File: config.mk
export PLATFORM = sky130hd
export DESIGN_NAME = dsm_cic_decimator_flat
export DESIGN_NICKNAME = d
export VERILOG_FILES = /design/src/rtl/dsm_cic_decimator_if.sv /design/src/rtl/dsm_cic_decimator.sv /design/src/flat_wrapper.sv
export SDC_FILE = /design/constraint.sdc
export NUM_CORES = 1
export LEC_CHECK = 0
export CORE_MARGIN = 1
export CORE_UTILIZATION = 50
export DETAILED_ROUTE_END_ITERATION = 10
export PLACE_DENSITY = 0.75
export SLEW_MARGIN = 20
export SYNTH_ARGS = -nofsm -noshare
export SYNTH_HDL_FRONTEND = slang
export SYNTH_SLANG_ARGS = --single-unit
File: constraint.sdc
create_clock -name clock -period 7.6 [get_ports clock]
set_clock_uncertainty 0.2 [all_clocks]
set_input_delay 1.14 -clock clock [delete_from_list [all_inputs] [get_ports clock]]
set_output_delay 1.14 -clock clock [all_outputs]
set_load 0.02 [all_outputs]
File: src/rtl/dsm_cic_decimator_if.sv
// Symbol-in / sample-out bundle for the CIC decimator.
// Latency: n/a (wires only).
// Backpressure: none; the source presents one symbol per enabled cycle.
interface dsm_cic_decimator_if #(
  parameter int T_BITS = 15
);
  logic              sample_en;
  logic [1:0]        pwm_in;
  logic [T_BITS-1:0] dout;
  logic              dout_valid;
  logic              sym_err;

  // Symbol source / sample consumer side.
  modport master (
    output sample_en,
    output pwm_in,
    input  dout,
    input  dout_valid,
    input  sym_err
  );

  // Decimator side.
  modport slave (
    input  sample_en,
    input  pwm_in,
    output dout,
    output dout_valid,
    output sym_err
  );
endinterface

File: src/rtl/dsm_cic_decimator.sv
// 3rd-order CIC decimator turning the 3-level modulator symbol stream into signed samples.
// Latency: dout/dout_valid register one cycle after the R-th enabled symbol of each window.
// Backpressure: none; one symbol is consumed every cycle sample_en is high, gaps just stretch the period.
module dsm_cic_decimator #(
  parameter int T_BITS   = 15,
  parameter int DEC_LOG2 = 6
) (
  input  logic                 clock,
  input  logic                 reset,
  dsm_cic_decimator_if.slave   bus
);

  localparam int W  = 2 + 3 * DEC_LOG2;
  localparam int SH = 3 * DEC_LOG2 - (T_BITS - 2);

  if (DEC_LOG2 < 2 || DEC_LOG2 > 8 || SH < 0) begin : g_bad_params
    $error("dsm_cic_decimator: DEC_LOG2 must be 2..8 and 3*DEC_LOG2 >= T_BITS-2");
  end

  logic signed [W-1:0]   x;
  logic                  illegal;
  logic signed [W-1:0]   i1, i2, i3;
  logic signed [W-1:0]   d1, d2, d3;
  logic signed [W-1:0]   c1, c2;
  logic [T_BITS-1:0]     y;
  logic [DEC_LOG2-1:0]   cnt;
  logic                  tick;
  logic [T_BITS-1:0]     dout_q;
  logic                  dout_valid_q;
  logic                  sym_err_q;

  // Symbol decode: 01 -> +1, 11 -> -1, 00 and illegal 10 -> 0.
  always_comb begin
    x       = '0;
    illegal = 1'b0;
    case (bus.pwm_in)
      2'b01:   x = {{(W-1){1'b0}}, 1'b1};
      2'b11:   x = '1;
      2'b10:   illegal = 1'b1;
      default: x = '0;
    endcase
  end

  assign tick = bus.sample_en && (cnt == {DEC_LOG2{1'b1}});

  // Integrator cascade; modulo-2^W wrap is cancelled by the combs.
  always_ff @(posedge clock or negedge reset) begin
    if (!reset) begin
      i1 <= '0;
      i2 <= '0;
      i3 <= '0;
    end else if (bus.sample_en) begin
      i1 <= i1 + x;
      i2 <= i2 + i1;
      i3 <= i3 + i2;
    end
  end

  // Decimation counter, wraps naturally at R-1.
  always_ff @(posedge clock or negedge reset) begin
    if (!reset) begin
      cnt <= '0;
    end else if (bus.sample_en) begin
      cnt <= cnt + 1'b1;
    end
  end

  // First two comb stages from the pre-update i3.
  always_comb begin
    c1 = i3 - d1;
    c2 = c1 - d2;
  end

  // Last comb stage: only the bits that survive the output shift are formed;
  // the discarded low bits contribute just their borrow.
  if (SH == 0) begin : g_noshift
    assign y = c2 - d3;
  end else begin : g_shift
    logic borrow;
    assign borrow = c2[SH-1:0] < d3[SH-1:0];
    assign y      = c2[W-1:SH] - d3[W-1:SH] - T_BITS'(borrow);
  end

  // Comb delay line, advanced once per output sample.
  always_ff @(posedge clock or negedge reset) begin
    if (!reset) begin
      d1 <= '0;
      d2 <= '0;
      d3 <= '0;
    end else if (tick) begin
      d1 <= i3;
      d2 <= c1;
      d3 <= c2;
    end
  end

  // Output sample register and one-cycle strobe.
  always_ff @(posedge clock or negedge reset) begin
    if (!reset) begin
      dout_q       <= '0;
      dout_valid_q <= 1'b0;
    end else begin
      dout_valid_q <= tick;
      if (tick) begin
        dout_q <= y;
      end
    end
  end

  // Sticky illegal-symbol flag, cleared only by reset.
  always_ff @(posedge clock or negedge reset) begin
    if (!reset) begin
      sym_err_q <= 1'b0;
    end else if (bus.sample_en && illegal) begin
      sym_err_q <= 1'b1;
    end
  end

  assign bus.dout       = dout_q;
  assign bus.dout_valid = dout_valid_q;
  assign bus.sym_err    = sym_err_q;

endmodule

File: src/flat_wrapper.sv
// flat-port wrapper written by rule: the top's interface ports become plain ports
module dsm_cic_decimator_flat 
#(
  parameter int T_BITS   = 15,
  parameter int DEC_LOG2 = 6
)
  (clock, reset, bus_sample_en, bus_pwm_in, bus_dout, bus_dout_valid, bus_sym_err);
  dsm_cic_decimator_if #(.T_BITS(T_BITS)) bus_i ();
  input  logic clock;
  input  logic reset;
  input wire logic [$bits(bus_i.sample_en)-1:0] bus_sample_en;
  input wire logic [$bits(bus_i.pwm_in)-1:0] bus_pwm_in;
  output wire logic [$bits(bus_i.dout)-1:0] bus_dout;
  output wire logic [$bits(bus_i.dout_valid)-1:0] bus_dout_valid;
  output wire logic [$bits(bus_i.sym_err)-1:0] bus_sym_err;
  assign bus_i.sample_en = bus_sample_en;
  assign bus_i.pwm_in = bus_pwm_in;
  assign bus_dout = bus_i.dout;
  assign bus_dout_valid = bus_i.dout_valid;
  assign bus_sym_err = bus_i.sym_err;
  dsm_cic_decimator #(.T_BITS(T_BITS), .DEC_LOG2(DEC_LOG2)) u_core (.clock(clock), .reset(reset), .bus(bus_i));
endmodule
==> results.py, run 1 <==
metrics = {
    "sta": {
        "worst_pin_slew_ns": 0.868,
        "final-setup-viol-count": 0,
        "finalMaxSlewViolations": 0,
        "timing.fmax_mhz": 154,
        "max-slew-margin-rel_pct": 42.1,
        "hold_viol": 0,
        "period_share_pct": 85.2,
        "setup_ws_ns": 1.12,
        "period_needed_ns": 6.48,
        "rsz0062_at_grt": "no",
        "tns_ns": 0,
    },
    "clocking": {
        "cts_resized": 0,
        "cts-buffers-inserted": 17,
        "cts-root-buf": "clkbuf_16",
        "cts_tree": "built",
        "clk_latency_ns": 0.43,
        "clk_pin_slew_ns": 0.06,
        "cts_hold_buf": 0,
        "cts-htree-levels": 4,
        "post_cts_buffers": 0,
        "cts_sinks": 143,
        "cts_max_path_buffers": 2,
    },
    "grt": {
        "grt_pass1_vias": 7479,
        "grt_overflow": 0,
        "grt_pass1_wl_um": 32700,
        "track_usage_pct": 18.3,
        "antenna_found_initial": 0,
        "grt_max_degree": 75,
    },
    "floorplan": {
        "top_level_ports": 22,
        "rows": 52,
        "design.die.area_um2": 21400,
        "core_um2": 20300,
        "die_x_um": 146,
        "die_h_um": 146,
        "start_util_pct": 51.3,
    },
    "cells_and_area": {
        "utilization_pct": 56.7,
        "areaGrowthSynthToFinish_pct": 10.6,
        "layout-drive-gt1-share_pct": 7.96,
        "final_cell_mix": "143 x dfrtp_1, 131 x nand2_1, 124 x ha_1",
        "diodes": 0,
        "fillers": 1791,
        "fin_nets": 1304,
        "final_common_cell": "dfrtp_1",
    },
    "route": {
        "drc": 0,
        "ant_nets": 0,
        "drtIter0Drc": 232,
        "vias": 7774,
        "vias_per_cell": 5.36,
        "wirelength_um": 18300,
        "first_pass_iters": 5,
        "post_drt_wl_per_cell_um": 12.6,
    },
    "setup_path": {
        "cp-start-kind": "register",
        "worstSetupPathType": "register to register",
        "cp.buffers_inverters": 3,
        "arrival_ns": 6.63,
        "cp_max_fo": 5,
        "critical_path.top_delay_family": "compound AO/OA/AOI/OAI gates",
        "crit_required_ns": 7.75,
        "crit_path_end_kind": "register",
        "cp_common_cell": "a21oi_1",
        "critPathMaxStageDelay_ns": 0.45,
        "crit_slowest_cell": "fa_1",
    },
    "yosys": {
        "syn_area_um2": 10400,
        "synthCells": 1151,
        "avgSynthCellArea_um2": 9.04,
        "netlist-cell-type-count": 68,
        "synthFlopType": "dfrtp_1",
        "synth_fp_nets": 1287,
        "ys_warn_count": 0,
        "synth_area_leader_cell": "dfrtp_1",
        "synthTopCellsByArea": "dfrtp_1 34%, ha_1 15%, xnor2_1 4.9%",
        "ys_async_sr_fraction_pct": 100,
        "netlist.area_leader.share_pct": 34.4,
        "ys_seq_area_share_pct": 34.4,
        "ys_ff_latch": 143,
        "synth_edf_count": 0,
    },
    "placement": {
        "place_congestion": 0.841,
        "hpwlAfterDp_um": 13400,
        "io_buffers": 21,
        "dpl_worst_slack_ns": 1.12,
    },
    "outcome": {
        "status": "finished, final reports clean",
    },
    "job": {
        "drv_cap": 0,
    },
    "hold_path": {
        "hold_class": "register to register",
    },
}
[worst min-delay path: stages, from the launching register on]
cell and delay (ns):
dfrtp_1 0.34, nand2_1 0.05, nand2_1 0.05
[per-stage QoR]
stage	instances	area (um^2)	hold WS, ns
2_1_floorplan	1151	10400	0.242
3_3_place_gp	1419	10900	0.260
3_5_place_dp	1419	10900	0.264
4_1_cts	1451	11500	0.280
5_1_grt	1451	11500	0.290
6_report	1451	11500	0.270
[metal layers]
metal | wire [um] | vias up | share of wire, % | GRT usage, %
li1 | - | 4070 | - | -
met1 | 8750 | 3604 | 48 | 21.9
met2 | 8940 | 83 | 49 | 32.9
met3 | 458 | 17 | 2.5 | 3.66
met4 | 196 | 0 | 1.1 | 5.36
met5 | 0 | - | 0 | 0
[cell families after synthesis]
group,synth area share (%)
AO/OA/AOI/OAI,18.4
XOR/XNOR,8.51
adder cells (fa/ha/maj),16.3
buffers and inverters,4.80
flip-flops,34.4
multiplexers,4.62
AND/OR/NAND/NOR,13.1
[final timing paths]
path / startpoint / endpoint / slack [ns] / cells past startpoint
max in group asynchronous: reset / u_core.d1[17] / 5.35 / 2
max: u_core.i3[0] / u_core.bus.dout[14] / 1.12 / 34
max reg2reg: u_core.i3[0] / u_core.bus.dout[14] / 1.12 / 34
min reg2reg: u_core.bus.dout[0] / u_core.bus.dout[0] / 0.27 / 2
min: u_core.bus.dout[0] / u_core.bus.dout[0] / 0.27 / 2
min in group asynchronous: reset / u_core.bus.dout[0] / 0.53 / 1
[sequential cells by signal, summed over array words and instances (netlist names)]
register / cells
u_core.i2: 20
u_core.bus.dout_valid: 1
u_core.bus.dout: 15
u_core.d2: 20
u_core.cnt: 6
u_core.i1: 20
u_core.d1: 20
u_core.bus.sym_err: 1
u_core.i3: 20
u_core.d3: 20
[synthesized netlist by cell type, drive strengths merged, types with 3 or more instances]
library cell	number
dfrtp	143
nand2	131
ha	124
o21ai	113
inv	106
a21oi	86
xnor2	58
nor2	51
mux2	40
xor2	38
a21o	29
clkbuf	19
nand3	19
nor2b	18
nor3	18
nand2b	12
o21a	10
o21bai	10
buf	8
o31ai	8
fa	7
a211oi	6
a31oi	6
nand3b	6
nand4	6
o211ai	6
a21boi	5
and2	5
and3	5
or2	5
or3	5
a211o	4
a41oi	3
mux2i	3
nor4	3
o2111ai	3
[area by class of cell]
type / count / area (um^2) / share of cell area, %
Clock buffer: 20 / 467 / 4.06
Clock inverter: 12 / 158 / 1.37
Inverter: 106 / 398 / 3.46
Multi-Input combinational cell: 875 / 6330 / 55.0
Sequential cell: 143 / 3580 / 31.1
Tap cell: 270 / 338 / 2.94
Timing Repair Buffer: 25 / 236 / 2.05
Power of run 1 is left out: the tool's default activity adds up to more than one toggle a clock period on the data nets, which glitch-free logic cannot reach.
==> inputs of run 2 (changes only) <==
ABC_CLOCK_PERIOD_IN_PS = 7600   (was unset)
CTS_CLUSTER_DIAMETER = 200   (was unset)
==> results of run 2 <==
Same layout as run 1: the final DEF is identical, and so are final timing and power.
Power of run 2 is left out for the same reason.
==> inputs of run 3 (changes only) <==
ABC_AREA = 1   (was unset)
GPL_TIMING_DRIVEN = 0   (was unset)
==> run 3 against run 2 <==
Against the previous run: via count is 27% higher; sequential share of layout area fell by 2.0 points; cell count up 24%; maximum frequency grew 13%; area after synthesis grew 6.3%; synthesized cell count grew 27%; utilization fell by 0.18 points; routed wire length grew 51%; flip-flop and latch count stayed put.
==> results.py, run 3 <==
metrics = {
    "route": {
        "first_pass_iters": 5,
        "drtIter0Drc": 696,
        "vias_per_cell": 5.48,
        "post_drt_wl_per_cell_um": 15.4,
        "ant_nets": 0,
        "drc": 0,
        "wirelength_um": 27800,
        "vias": 9856,
    },
    "setup_path": {
        "worstSetupPathType": "register to register",
        "crit_required_ns": 7.72,
        "cp_max_fo": 4,
        "cp-start-kind": "register",
        "crit_path_end_kind": "register",
        "cp_common_cell": "nand2_1",
        "r2r-start": "u_core.i3[0]",
        "reg2reg_to": "u_core.bus.dout[14]",
        "crit_slowest_cell": "fa_1",
        "critPathMaxStageDelay_ns": 0.46,
        "cp.buffers_inverters": 4,
        "critical_path.top_delay_family": "simple AND/OR/NAND/NOR gates",
        "reg2reg_depth": 34,
        "rrSetupSlack_ns": 1.88,
        "arrival_ns": 5.84,
    },
    "grt": {
        "track_usage_pct": 26.0,
        "grt_pass1_wl_um": 46200,
        "grt_overflow": 0,
        "grt_pass1_vias": 9590,
        "grt_max_degree": 96,
        "antenna_found_initial": 0,
    },
    "placement": {
        "hpwlAfterDp_um": 21200,
        "place_congestion": 0.929,
        "dpl.cell_count": 1767,
        "dpl_worst_slack_ns": 1.98,
        "io_buffers": 20,
        "place_area_um2": 11600,
    },
    "cells_and_area": {
        "layout-drive-gt1-share_pct": 5.07,
        "multi_input_area_um2": 6760,
        "fin_nets": 1642,
        "fillers": 2006,
        "regArea_um2": 3580,
        "areaGrowthSynthToFinish_pct": 11.1,
        "final_design_area_no_fill_um2": 12300,
        "final_common_cell": "nand2_1",
        "final_cell_mix": "350 x nand2_1, 159 x inv_1, 150 x o21ai_0",
        "diodes": 0,
        "fin_cells": 1798,
        "utilization_pct": 56.5,
    },
    "clocking": {
        "clk_latency_ns": 0.42,
        "clk_pin_slew_ns": 0.06,
        "cts_resized": 0,
        "cts-buffers-inserted": 17,
        "post_cts_buffers": 0,
        "cts_max_path_buffers": 2,
        "cts_sinks": 143,
        "cts-root-buf": "clkbuf_16",
        "cts_tree": "built",
        "cts-htree-levels": 4,
        "cts_hold_buf": 0,
    },
    "hold_path": {
        "whs_path_depth": 1,
        "hold_start": "u_core.bus.sym_err",
        "min_to": "u_core.bus.sym_err",
        "hold_class": "register to register",
    },
    "power": {
        "p_switching_uw": 2890,
        "internal_power_uw": 3000,
        "power.density_nw_per_um2": 479,
        "power_frac_comb_pct": 62.9,
        "swShare_pct": 49.0,
        "leakagePower_uw": 0.00614,
        "peakVddDrop_v": 0.000245,
        "power.clock.fraction_pct": 15.8,
        "power_frac_seq_pct": 21.3,
    },
    "floorplan": {
        "design.die.area_um2": 22700,
        "die_h_um": 151,
        "top_level_ports": 22,
        "core_um2": 21800,
        "rows": 54,
        "die_x_um": 151,
        "start_util_pct": 50.9,
    },
    "yosys": {
        "synthCells": 1466,
        "synth.mux.area_fraction_pct": 0,
        "netlist.area_leader.share_pct": 32.3,
        "synth_most_common_cell": "nand2_1",
        "syn_area_um2": 11100,
        "netlist-cell-type-count": 45,
        "synth_fa_ha_area_share_pct": 15.3,
        "ys_async_sr_fraction_pct": 100,
        "synth_common_cells": "350 x nand2_1, 159 x inv_1, 150 x o21ai_0",
        "synth_fp_nets": 1602,
        "synth-compound-area-share_pct": 17.5,
        "synth_top_family_by_area": "simple AND/OR/NAND/NOR gates",
        "synthTopCellsByArea": "dfrtp_1 32%, ha_1 14%, nand2_1 12%",
        "synth_xor_area_share_pct": 5.92,
        "synth_edf_count": 0,
        "synth_area_leader_cell": "dfrtp_1",
        "ys_seq_area_share_pct": 32.3,
        "ys_warn_count": 0,
        "avgSynthCellArea_um2": 7.55,
        "ys_ff_latch": 143,
        "synthFlopType": "dfrtp_1",
        "synthSimpleGateAreaFrac_pct": 22.3,
    },
    "sta": {
        "timing.fmax_mhz": 175,
        "period_share_pct": 75.2,
        "period_needed_ns": 5.72,
        "whs_ns": 0.268,
        "rsz0062_at_grt": "no",
        "final-setup-viol-count": 0,
        "finalMaxSlewViolations": 0,
        "setup_ws_ns": 1.88,
        "hold_viol": 0,
        "worst_pin_slew_ns": 0.862,
        "max-slew-margin-rel_pct": 42.5,
    },
    "job": {
        "drv_cap": 0,
    },
    "outcome": {
        "status": "finished, final reports clean",
    },
}
[run 3: changes by cell type in the layout (fill, tap and decap cells not counted), moves of 18 or more]
cell / previous run / this run
nand2_1: 131 / 350
nor2_1: 51 / 75
o21ai_0: 101 / 150
clkbuf_1: 0 / 26
mux2_2: 40 / 0
a21oi_1: 84 / 106
xnor2_1: 58 / 32
nand4_1: 6 / 24
inv_1: 105 / 159
nand3_1: 18 / 71
[run 3: how the worst max path moves through the flow]
stage                     cells after the start             endpoint  slack [ns]    startpoint
after floorplan                              33  u_core.bus.dout[14]        2.78  u_core.i3[0]
after global placement                        1        u_core.i1[18]       -0.75         reset
after detailed placement                     33  u_core.bus.dout[14]        1.98  u_core.i3[0]
after CTS                                    34  u_core.bus.dout[14]        1.94  u_core.i3[0]
after global routing                         34  u_core.bus.dout[14]        1.32  u_core.i3[0]
final                                        34  u_core.bus.dout[14]        1.88  u_core.i3[0]
[run 3: area by class of cell]
cell class | count | area share, %
plain buffers | 29 | 0.926
clock buffers | 21 | 3.74
clock inverters | 10 | 1.51
inverters | 164 | 5.01
multi-input cells | 1130 | 55.0
flip-flops and latches | 143 | 29.1
well taps | 280 | 2.85
repair buffers | 21 | 1.89
[run 3: cells by family (layout without fill, tap and decap cells)]
kind of cell    count (synthesis)  in the layout
fa+ha+maj                     131            131
simple gates                  577            577
compound gates                348            348
buf+inv                       193            245
flops                         143            143
xor+xnor                       74             74
[run 3: power by group through the flow]
stage / Combinational (uW) / Clock, uW / Sequential, uW
floorplan: 2930 / 0 / 1150
global placement: 3570 / 0 / 1250
detailed placement: 3630 / 0 / 1260
CTS: 3680 / 943 / 1240
global route: 4220 / 974 / 1270
finish: 3700 / 930 / 1250
[run 3: metal layers]
metal	vias up	GRT usage (%)	share of wire, %
li1	5017	-	-
met1	4564	33.0	46
met2	231	44.5	48
met3	44	4.52	4.0
met4	0	8.75	2.4
met5	-	0	0
[run 3: per-stage QoR]
step	total power, uW	TNS, ns
finish	5890	0
global route	6470	0
CTS	5860	0
detailed placement	4890	0
global placement	4820	-104.14
floorplan	4080	0
[run 3: worst reg2reg max path: cells and delay by family, from the launching register on]
kind	cells	cell delay (ns)
compound gates	7	1.13
flops	1	0.38
buf+inv	4	0.32
fa+ha+maj	5	1.64
xor+xnor	1	0.26
simple gates	17	1.69
No activity file was read; power rests on OpenSTA's default activity.
